File: config.mk
export PLATFORM = sky130hd
export DESIGN_NAME = uart_rx_sample_ctrl
export DESIGN_NICKNAME = d
export VERILOG_FILES = /design/src/rtl/uart_pkg.sv /design/src/rtl/uart_rx_vote.sv /design/src/rtl/uart_rx_sample_ctrl.sv
export SDC_FILE = /design/constraint.sdc
export NUM_CORES = 1
export LEC_CHECK = 0
export ABC_AREA = 0
export BUFFER_PORTS_ARGS = -buffer_cell sky130_fd_sc_hd__buf_2
export CORE_UTILIZATION = 59
export CTS_BUF_LIST = sky130_fd_sc_hd__clkbuf_8
export DETAILED_ROUTE_END_ITERATION = 8
export PLACE_DENSITY = 0.85
export SETUP_SLACK_MARGIN = 0.1
export SYNTH_ARGS = -nofsm -noshare
export SYNTH_HDL_FRONTEND = slang
export SYNTH_HIERARCHICAL = 1
export SYNTH_SLANG_ARGS = --single-unit
File: constraint.sdc
create_clock -name clk -period 2.1 [get_ports clk]
set_clock_uncertainty 0.2 [all_clocks]
set_input_delay 0.42 -clock clk [delete_from_list [all_inputs] [get_ports clk]]
set_output_delay 0.42 -clock clk [all_outputs]
set_load 0.02 [all_outputs]
File: src/rtl/uart_pkg.sv
// rtl/uart_pkg.sv - shared state type and sample-point constants for the UART receiver (macro UART_RX_MAJORITY_EN)
package uart_pkg;

  // Default number of sample_tick strobes per bit period
  localparam int UART_DEFAULT_OVERSAMPLE = 16;

  typedef enum logic [1:0] {
    IDLE,
    START,
    DATA,
    STOP
  } rx_state_t;

  // Count at which a single-sample receiver looks at the line (centre of the bit)
  function automatic int mid_pt(input int oversample);
    return oversample / 2 - 1;
  endfunction

  // Count at which the bit decision is taken; the 2-of-3 vote needs one sample past centre
  function automatic int sample_pt(input int oversample);
`ifdef UART_RX_MAJORITY_EN
    return mid_pt(oversample) + 1;
`else
    return mid_pt(oversample);
`endif
  endfunction

endpackage

File: src/rtl/uart_rx_vote.sv
// rtl/uart_rx_vote.sv - 3-sample shift and 2-of-3 majority vote for the UART receiver
module uart_rx_vote (
  input  logic clk,
  input  logic rst,
  input  logic capture,
  input  logic rx_in,
  output logic voted
);

  logic [1:0] hist;

  // Hold the two samples taken before the decision point
  always_ff @(posedge clk) begin
    if (rst) begin
      hist <= 2'b00;
    end else if (capture) begin
      hist <= {hist[0], rx_in};
    end
  end

  // The third sample is the live line at the decision tick
  assign voted = (hist[1] & hist[0]) | (hist[1] & rx_in) | (hist[0] & rx_in);

endmodule

File: src/rtl/uart_rx_sample_ctrl.sv
// rtl/uart_rx_sample_ctrl.sv - UART receive frame sequencer: start/false-start, mid-bit sampling, stop check (macro UART_RX_MAJORITY_EN)
module uart_rx_sample_ctrl
  import uart_pkg::*;
#(
  parameter int OVERSAMPLE = UART_DEFAULT_OVERSAMPLE,
  parameter int DATA_BITS  = 8,
  parameter int STOP_BITS  = 1
) (
  input  logic                           clk,
  input  logic                           rst,
  input  logic                           sample_tick,
  input  logic                           rx_in,
  input  logic                           enable,
  output logic                           shift_en,
  output logic                           shift_bit,
  output logic [$clog2(DATA_BITS+1)-1:0] bit_idx,
  output logic                           char_done,
  output logic                           frame_err,
  output logic                           busy
);

  localparam int CW = $clog2(OVERSAMPLE);
  localparam int BW = $clog2(DATA_BITS + 1);

  localparam logic [CW-1:0] SMP_C     = CW'(sample_pt(OVERSAMPLE));
  localparam logic [CW-1:0] LAST_C    = CW'(OVERSAMPLE - 1);
  localparam logic [BW-1:0] LAST_BIT  = BW'(DATA_BITS - 1);
  localparam logic          LAST_STOP = (STOP_BITS == 2);

  rx_state_t     state;
  logic [CW-1:0] cnt;
  logic [CW-1:0] cnt_next;
  logic          stop_cnt;
  logic          err;
  logic          voted;

`ifdef UART_RX_MAJORITY_EN
  localparam logic [CW-1:0] PRE_C = CW'(mid_pt(OVERSAMPLE) - 1);
  localparam logic [CW-1:0] MID_C = CW'(mid_pt(OVERSAMPLE));

  logic capture;

  // Samples at MID-1 and MID feed the vote; the MID+1 sample is taken live
  assign capture = sample_tick && (cnt == PRE_C || cnt == MID_C);

  uart_rx_vote u_vote (
    .clk     (clk),
    .rst     (rst),
    .capture (capture),
    .rx_in   (rx_in),
    .voted   (voted)
  );
`else
  assign voted = rx_in;
`endif

  // Sample counter wraps explicitly so non-power-of-two oversampling works
  assign cnt_next = (cnt == LAST_C) ? '0 : cnt + 1'b1;

  // Frame sequencer with registered pulses; abort on disable beats tick processing
  always_ff @(posedge clk) begin
    if (rst) begin
      state     <= IDLE;
      cnt       <= '0;
      bit_idx   <= '0;
      stop_cnt  <= 1'b0;
      err       <= 1'b0;
      shift_en  <= 1'b0;
      shift_bit <= 1'b0;
      char_done <= 1'b0;
      frame_err <= 1'b0;
      busy      <= 1'b0;
    end else begin
      shift_en  <= 1'b0;
      char_done <= 1'b0;
      frame_err <= 1'b0;
      if (state != IDLE && !enable) begin
        state    <= IDLE;
        cnt      <= '0;
        bit_idx  <= '0;
        stop_cnt <= 1'b0;
        busy     <= 1'b0;
      end else if (sample_tick) begin
        case (state)
          IDLE: begin
            if (enable && !rx_in) begin
              state    <= START;
              cnt      <= CW'(1);
              bit_idx  <= '0;
              stop_cnt <= 1'b0;
              err      <= 1'b0;
              busy     <= 1'b1;
            end
          end
          START: begin
            if (cnt == SMP_C && voted) begin
              state <= IDLE;
              cnt   <= '0;
              busy  <= 1'b0;
            end else begin
              cnt <= cnt_next;
              if (cnt == LAST_C) begin
                state   <= DATA;
                bit_idx <= '0;
              end
            end
          end
          DATA: begin
            cnt <= cnt_next;
            if (cnt == SMP_C) begin
              shift_en  <= 1'b1;
              shift_bit <= voted;
            end
            if (cnt == LAST_C) begin
              if (bit_idx == LAST_BIT) begin
                state    <= STOP;
                stop_cnt <= 1'b0;
              end else begin
                bit_idx <= bit_idx + 1'b1;
              end
            end
          end
          STOP: begin
            cnt <= cnt_next;
            if (cnt == LAST_C) begin
              stop_cnt <= stop_cnt + 1'b1;
            end
            if (cnt == SMP_C) begin
              if (stop_cnt == LAST_STOP) begin
                // Leave at mid-bit so a back-to-back start edge is not missed
                char_done <= 1'b1;
                frame_err <= err | ~voted;
                state     <= IDLE;
                cnt       <= '0;
                bit_idx   <= '0;
                busy      <= 1'b0;
              end else begin
                err <= err | ~voted;
              end
            end
          end
          default: begin
            state <= IDLE;
            cnt   <= '0;
            busy  <= 1'b0;
          end
        endcase
      end
    end
  end

endmodule

Yosys cells after proc, flatten, opt, wreduce, memory -nomap -nowiden
Cells that the tools add are included.

Flip-flop bits (word level): 17. Logic and storage cells: 96. Input port bits: 5. Output and inout port bits: 9.

Reduce and logical (&&, ||, !) cells: 21. Add/sub/neg operators: 3. Multiplexer cells: 37. Bitwise operators: 7. Equal/unequal tests: 18.

Operators with widths (count): 4-bit two-way mux (12); 4-bit one-hot mux with 4 select lines (2); 2-bit inequality test, second input constant (11); 6-bit AND reduction (3); 2-bit two-way mux (7); 1-bit two-way mux (12); 4-bit by 1-bit adder with 4-bit output, second input constant (2); 4-bit by 3-bit equality test with 1-bit output, second input constant (2); 2-bit one-hot mux with 4 select lines (1); 8-bit AND reduction (1); 7-bit AND reduction (1); 1-bit inverter (6); 1-bit one-hot mux with 3 select lines (2); 3-bit nonzero test (2); 6-bit OR reduction (1); 5-bit OR reduction (1); 2-bit equality test, second input constant (2); 4-bit equality test, second input constant (1); 4-bit AND reduction (1); 2-bit nonzero test (2); 4-bit OR reduction (1); 1-bit logical AND (3); 3-bit inequality test, second input constant (1); 2-bit by 1-bit equality test with 1-bit output, second input constant (1); other kinds (7) (8).

Longest topological paths before layout
Word-level depth: 5. Depth in mapped cells: 7. Gate-level depth less buffers: 6.

Least setup slack after synthesis
Ideal clock, no wire load.

Path type: register -> register. From: register state[0]. To: register bit_idx[3]. Slack: 222 ps. Path buffers: 1. Clock period less this slack: 1878 ps. Arrival time: 1589 ps. Stages on the path, launching flop included: 8. Required time: 1812 ps. Setup time: 88 ps. Path through: dfxtp_1 > inv_1 > ha_1 > inv_1 > o221ai_2 > buf_6 > o31a_1 > a311oi_2.

Word-level cells in the longest chain between the ends: 3. Elaborated cells on any way between the ends: 16. Those cells by class: 10 x eq/ne; 1 x mux; 5 x reduce/logical.

RTL lines: from (decl) (line uart_rx_sample_ctrl.sv:30) `rx_state_t state;`; from (signal assigned) (line uart_rx_sample_ctrl.sv:63) `state <= IDLE;`; from (signal assigned) (line uart_rx_sample_ctrl.sv:78) `state <= IDLE;`; from (signal assigned) (line uart_rx_sample_ctrl.sv:87) `state <= START;`; 2-bit equality test, or another cell as far along (line uart_rx_sample_ctrl.sv:84) `case (state)`; 2-bit inequality test (no source line) / 1-bit logical AND (equally long branches); 8-bit AND reduction (no source line) / 2-bit OR reduction (equally long branches); to (signal assigned) (line uart_rx_sample_ctrl.sv:119) `bit_idx <= bit_idx + 1'b1;`; to (decl) (line uart_rx_sample_ctrl.sv:16) `output logic [$clog2(DATA_BITS+1)-1:0] bit_idx,`.

Several ways; a longest one is shown, not always the timed one. A chain may end at the register's enable or synchronous reset.

Final worst setup path
From: register cnt[0]. To: register cnt[1].

Word-level cells in the longest chain between the ends: 5. Elaborated cells on any way between the ends: 9. Those cells by class: 1 x add/sub; 2 x eq/ne; 5 x mux; 1 x reduce/logical.

RTL lines: from (decl) (line uart_rx_sample_ctrl.sv:31) `logic [CW-1:0] cnt;`; from (signal assigned) (line uart_rx_sample_ctrl.sv:101) `cnt <= cnt_next;`; from (signal assigned) (line uart_rx_sample_ctrl.sv:109) `cnt <= cnt_next;`; from (signal assigned) (line uart_rx_sample_ctrl.sv:124) `cnt <= cnt_next;`; 4-bit by 1-bit adder with 4-bit output / 4-bit equality test (equally long branches) (line uart_rx_sample_ctrl.sv:58) `assign cnt_next = (cnt == LAST_C) ? '0 : cnt + 1'b1;`; 4-bit two-way mux (line uart_rx_sample_ctrl.sv:58); 4-bit two-way mux (line uart_rx_sample_ctrl.sv:129) `if (stop_cnt == LAST_STOP) begin`; 4-bit two-way mux (line uart_rx_sample_ctrl.sv:128) `if (cnt == SMP_C) begin`; 4-bit one-hot mux with 4 select lines * (line uart_rx_sample_ctrl.sv:84).

Mark *: on every way between the ends. The rest lies on a longest branch, timed or not.

==> impl_metrics.json <==
{
  "grt_first_pass_wirelength_um": 4326,
  "fmax_ghz": 0.5244,
  "drv_cap": 0,
  "ys_ff_latch": 17,
  "critical_path.max_stage_delay_ns": 0.38,
  "hold_class": "primary input to flip-flop",
  "ios": 14,
  "route.met2.wl_um": 1327,
  "cts_max_level": 1,
  "routed_wl_um": 2690,
  "drt_first_pass_iters": 4,
  "area_delta_synth_final_pct": 23.97,
  "grt_overflow": 0,
  "yosysWarningCount": 6,
  "synth_cells": 125,
  "layout.nets": 160,
  "rsz0062_at_grt": "no",
  "clkLatencyLatePin_ns": 0.25,
  "path_buf_inv": 1,
  "routed-wl-met3_um": 158,
  "p_leak_nw": 0.5138,
  "via_per_inst": 6.251,
  "swShare_pct": 26.52,
  "core_sq_um": 1594,
  "crit_family": "compound AO/OA/AOI/OAI gates",
  "rr_worst_depth": 6,
  "cts_made_buffers": 3,
  "period_minus_slack_ns": 1.907,
  "highest_layer": "met4",
  "hp-start": "rst",
  "die-area_sq_um": 1970,
  "cp_max_fo": 5,
  "initial_core_util_pct": 66.48,
  "tightest_slew_ns": 0.4839,
  "drt_iter0_drc": 38,
  "drc": 0,
  "synth_edf_count": 0,
  "place_inst": 164,
  "comb_power_share_pct": 15.6,
  "p_switching_w": 0.0001797,
  "p_int_w": 0.0004978,
  "required_ns": 2.04,
  "synth-async-reset-ratio_pct": 0,
  "die_y_um": 44.38,
  "grt_max_degree": 14,
  "p_seq_share_pct": 49.4,
  "ys_seq_area_share_pct": 32.11,
  "worst_slack_ns": 0.1930,
  "clkSinkCount": 17,
  "power_density_nw_per_um2": 515.7,
  "drtAntennaViolNets": 0,
  "ir_drop_uv": 425.6,
  "syn_area_per_cell_sq_um": 8.478,
  "synthesis.nets": 137,
  "wl_met1_um": 1163,
  "netlist_area_sq_um": 1060,
  "grt_pass1_vias": 979,
  "antenna_found_initial": 0,
  "finalCritPeriodShare_pct": 90.81,
  "clockBufferDepth": 2,
  "worstHoldPathCells": 2,
  "outcome": "finished, final reports clean",
  "final_cell_count_no_fill": 171,
  "pwr-share-clk_pct": 35.0,
  "cp_data_arrival_time_ns": 1.85,
  "finalSetupViolations": 0,
  "num_rows": 14,
  "startpoint": "cnt[0]",
  "clk_pin_slew_ns": 0.06,
  "vias": 1069,
  "drive_above_1_share_pct": 33.33,
  "r2r-end": "cnt[1]",
  "gr-usage-all-layers_pct": 29.26,
  "numPortBuffers": 13,
  "report.final.slew_viol_count": 0,
  "worstSetupStartpointType": "flip-flop",
  "place.gp.congestion": 0.9294,
  "dp_hpwl_um": 1853,
  "criticalPathCategory": "flip-flop to flip-flop",
  "die_w_um": 44.38,
  "wl_per_cell_um": 15.73,
  "synth.distinct_cells": 41,
  "diodes": 0,
  "worstSetupEndpointType": "flip-flop",
  "max-slew-margin-rel_pct": 67.67,
  "worst_r2r_startpoint": "cnt[0]",
  "whs_endpoint": "shift_bit",
  "r2r_slack_ns": 0.19,
  "clockRootBuffer": "clkbuf_8",
  "cts_tree": "built",
  "synth_ff_type": "dfxtp_1",
  "post-place-ws_ns": -0.0007009,
  "finalPower_w": 0.0006775,
  "hold_violations": 0,
  "worstPathCellList": "ha_4 -> and4bb_2 -> buf_4 -> nor2_1 -> o311a_1 -> a31o_2",
  "crit_slowest_cell": "dfxtp_2"
}
[placed cells by master, fill, tap and decap left out, types with 3 or more instances in the layout]
cell type / Yosys / layout
dfxtp_1: 17 / 13
buf_2: 2 / 13
buf_4: 0 / 10
nor2_1: 10 / 9
inv_1: 9 / 7
a21oi_1: 8 / 7
nand2_1: 6 / 6
o21ai_0: 6 / 6
nand3_1: 4 / 4
or3_1: 4 / 4
ha_1: 7 / 4
dfxtp_2: 0 / 4
o21a_1: 3 / 3
nor2b_1: 3 / 3
nor4_1: 4 / 3
mux2i_1: 3 / 3
o31ai_1: 3 / 3
clkbuf_8: 0 / 3
[metrics by stage]
stage / TNS, ns / cell area, sq um / hold WS (ns) / util (%)
final: 0 / 1314 / 0.2479 / 82.42
after global routing: 0 / 1314 / 0.2461 / 82.42
after CTS: 0 / 1247 / 0.2129 / 78.26
after detailed placement: -0.0007009 / 1175 / 0.2749 / 73.70
after global placement: 0 / 1175 / 0.2565 / 73.70
after floorplan: 0 / 1060 / 0.2503 / -
[cells by family (layout without fill, tap and decap cells)]
| logic type | after synthesis | count (layout) | synth area share (%) |
|---|---|---|---|
| and+or+nand+nor | 47 | 47 | 25.62 |
| AOI/OAI and AO/OA | 36 | 37 | 24.20 |
| DFF | 17 | 17 | 32.11 |
| buffers and inverters | 15 | 36 | 6.966 |
| adders and majority gates | 7 | 7 | 8.264 |
| muxes | 3 | 3 | 2.834 |
[Yosys cell counts (all sizes together) (4+ instances only)]
cell | number | area [sq um]
dfxtp | 17 | 340.3
nor2 | 10 | 37.54
inv | 9 | 33.78
a21oi | 8 | 40.04
ha | 7 | 87.58
nand2 | 6 | 22.52
o21ai | 6 | 30.03
buf | 4 | 32.53
nand3 | 4 | 20.02
nor4 | 4 | 25.02
or3 | 4 | 25.02
[power by group through the flow]
stage	Sequential [W]	Clock, W	Combinational, W
CTS	0.000333	0.000239	0.0000923
global route	0.000335	0.000259	0.000116
global placement	0.000339	0	0.0000860
detailed placement	0.000340	0	0.0000880
floorplan	0.000341	0	0.0000576
finish	0.000335	0.000237	0.000106
[sequential cells by signal (all words and copies together), names as in the netlist, named ones only]
register   count
busy           1
stop_cnt       1
shift_en       1
shift_bit      1
char_done      1
err            1
cnt            4
bit_idx        4
frame_err      1
state          1
[per-layer routing]
metal / global-route usage, % / up-vias
met5: 0 / -
met4: 9.697 / 0
met3: 4.490 / 6
met2: 50.00 / 51
met1: 37.41 / 499
li1: - / 513
[what timing repair did]
action | CTS | global route
hold buffers | 0 | 0
pin swaps | 1 | 1
gates cloned | 0 | 1
resized for setup | 7 | 12
endpoints found under the setup margin | 6 | 11
buffers inserted | 1 | 1
[worst max path at each step]
stage	end	slack [ns]	cells past startpoint
after floorplan	bit_idx[3]	0.22	7
after global placement	busy	0.12	6
after detailed placement	state[0]	-0.0007	6
after CTS	state[0]	0.11	6
after global routing	bit_idx[0]	0.11	5
final	cnt[1]	0.19	6
[cell type report]
| cell class | count | area (sq um) |
|---|---|---|
| clock buffers | 3 | 41.29 |
| well taps | 24 | 30.03 |
| repair buffers | 23 | 140.1 |
| fillers | 99 | 280.3 |
| inverters | 9 | 36.28 |
| flip-flops and latches | 17 | 345.3 |
| clock inverters | 1 | 3.754 |
| multi-input cells | 94 | 716.9 |
(Power assumes the default switching activity.)
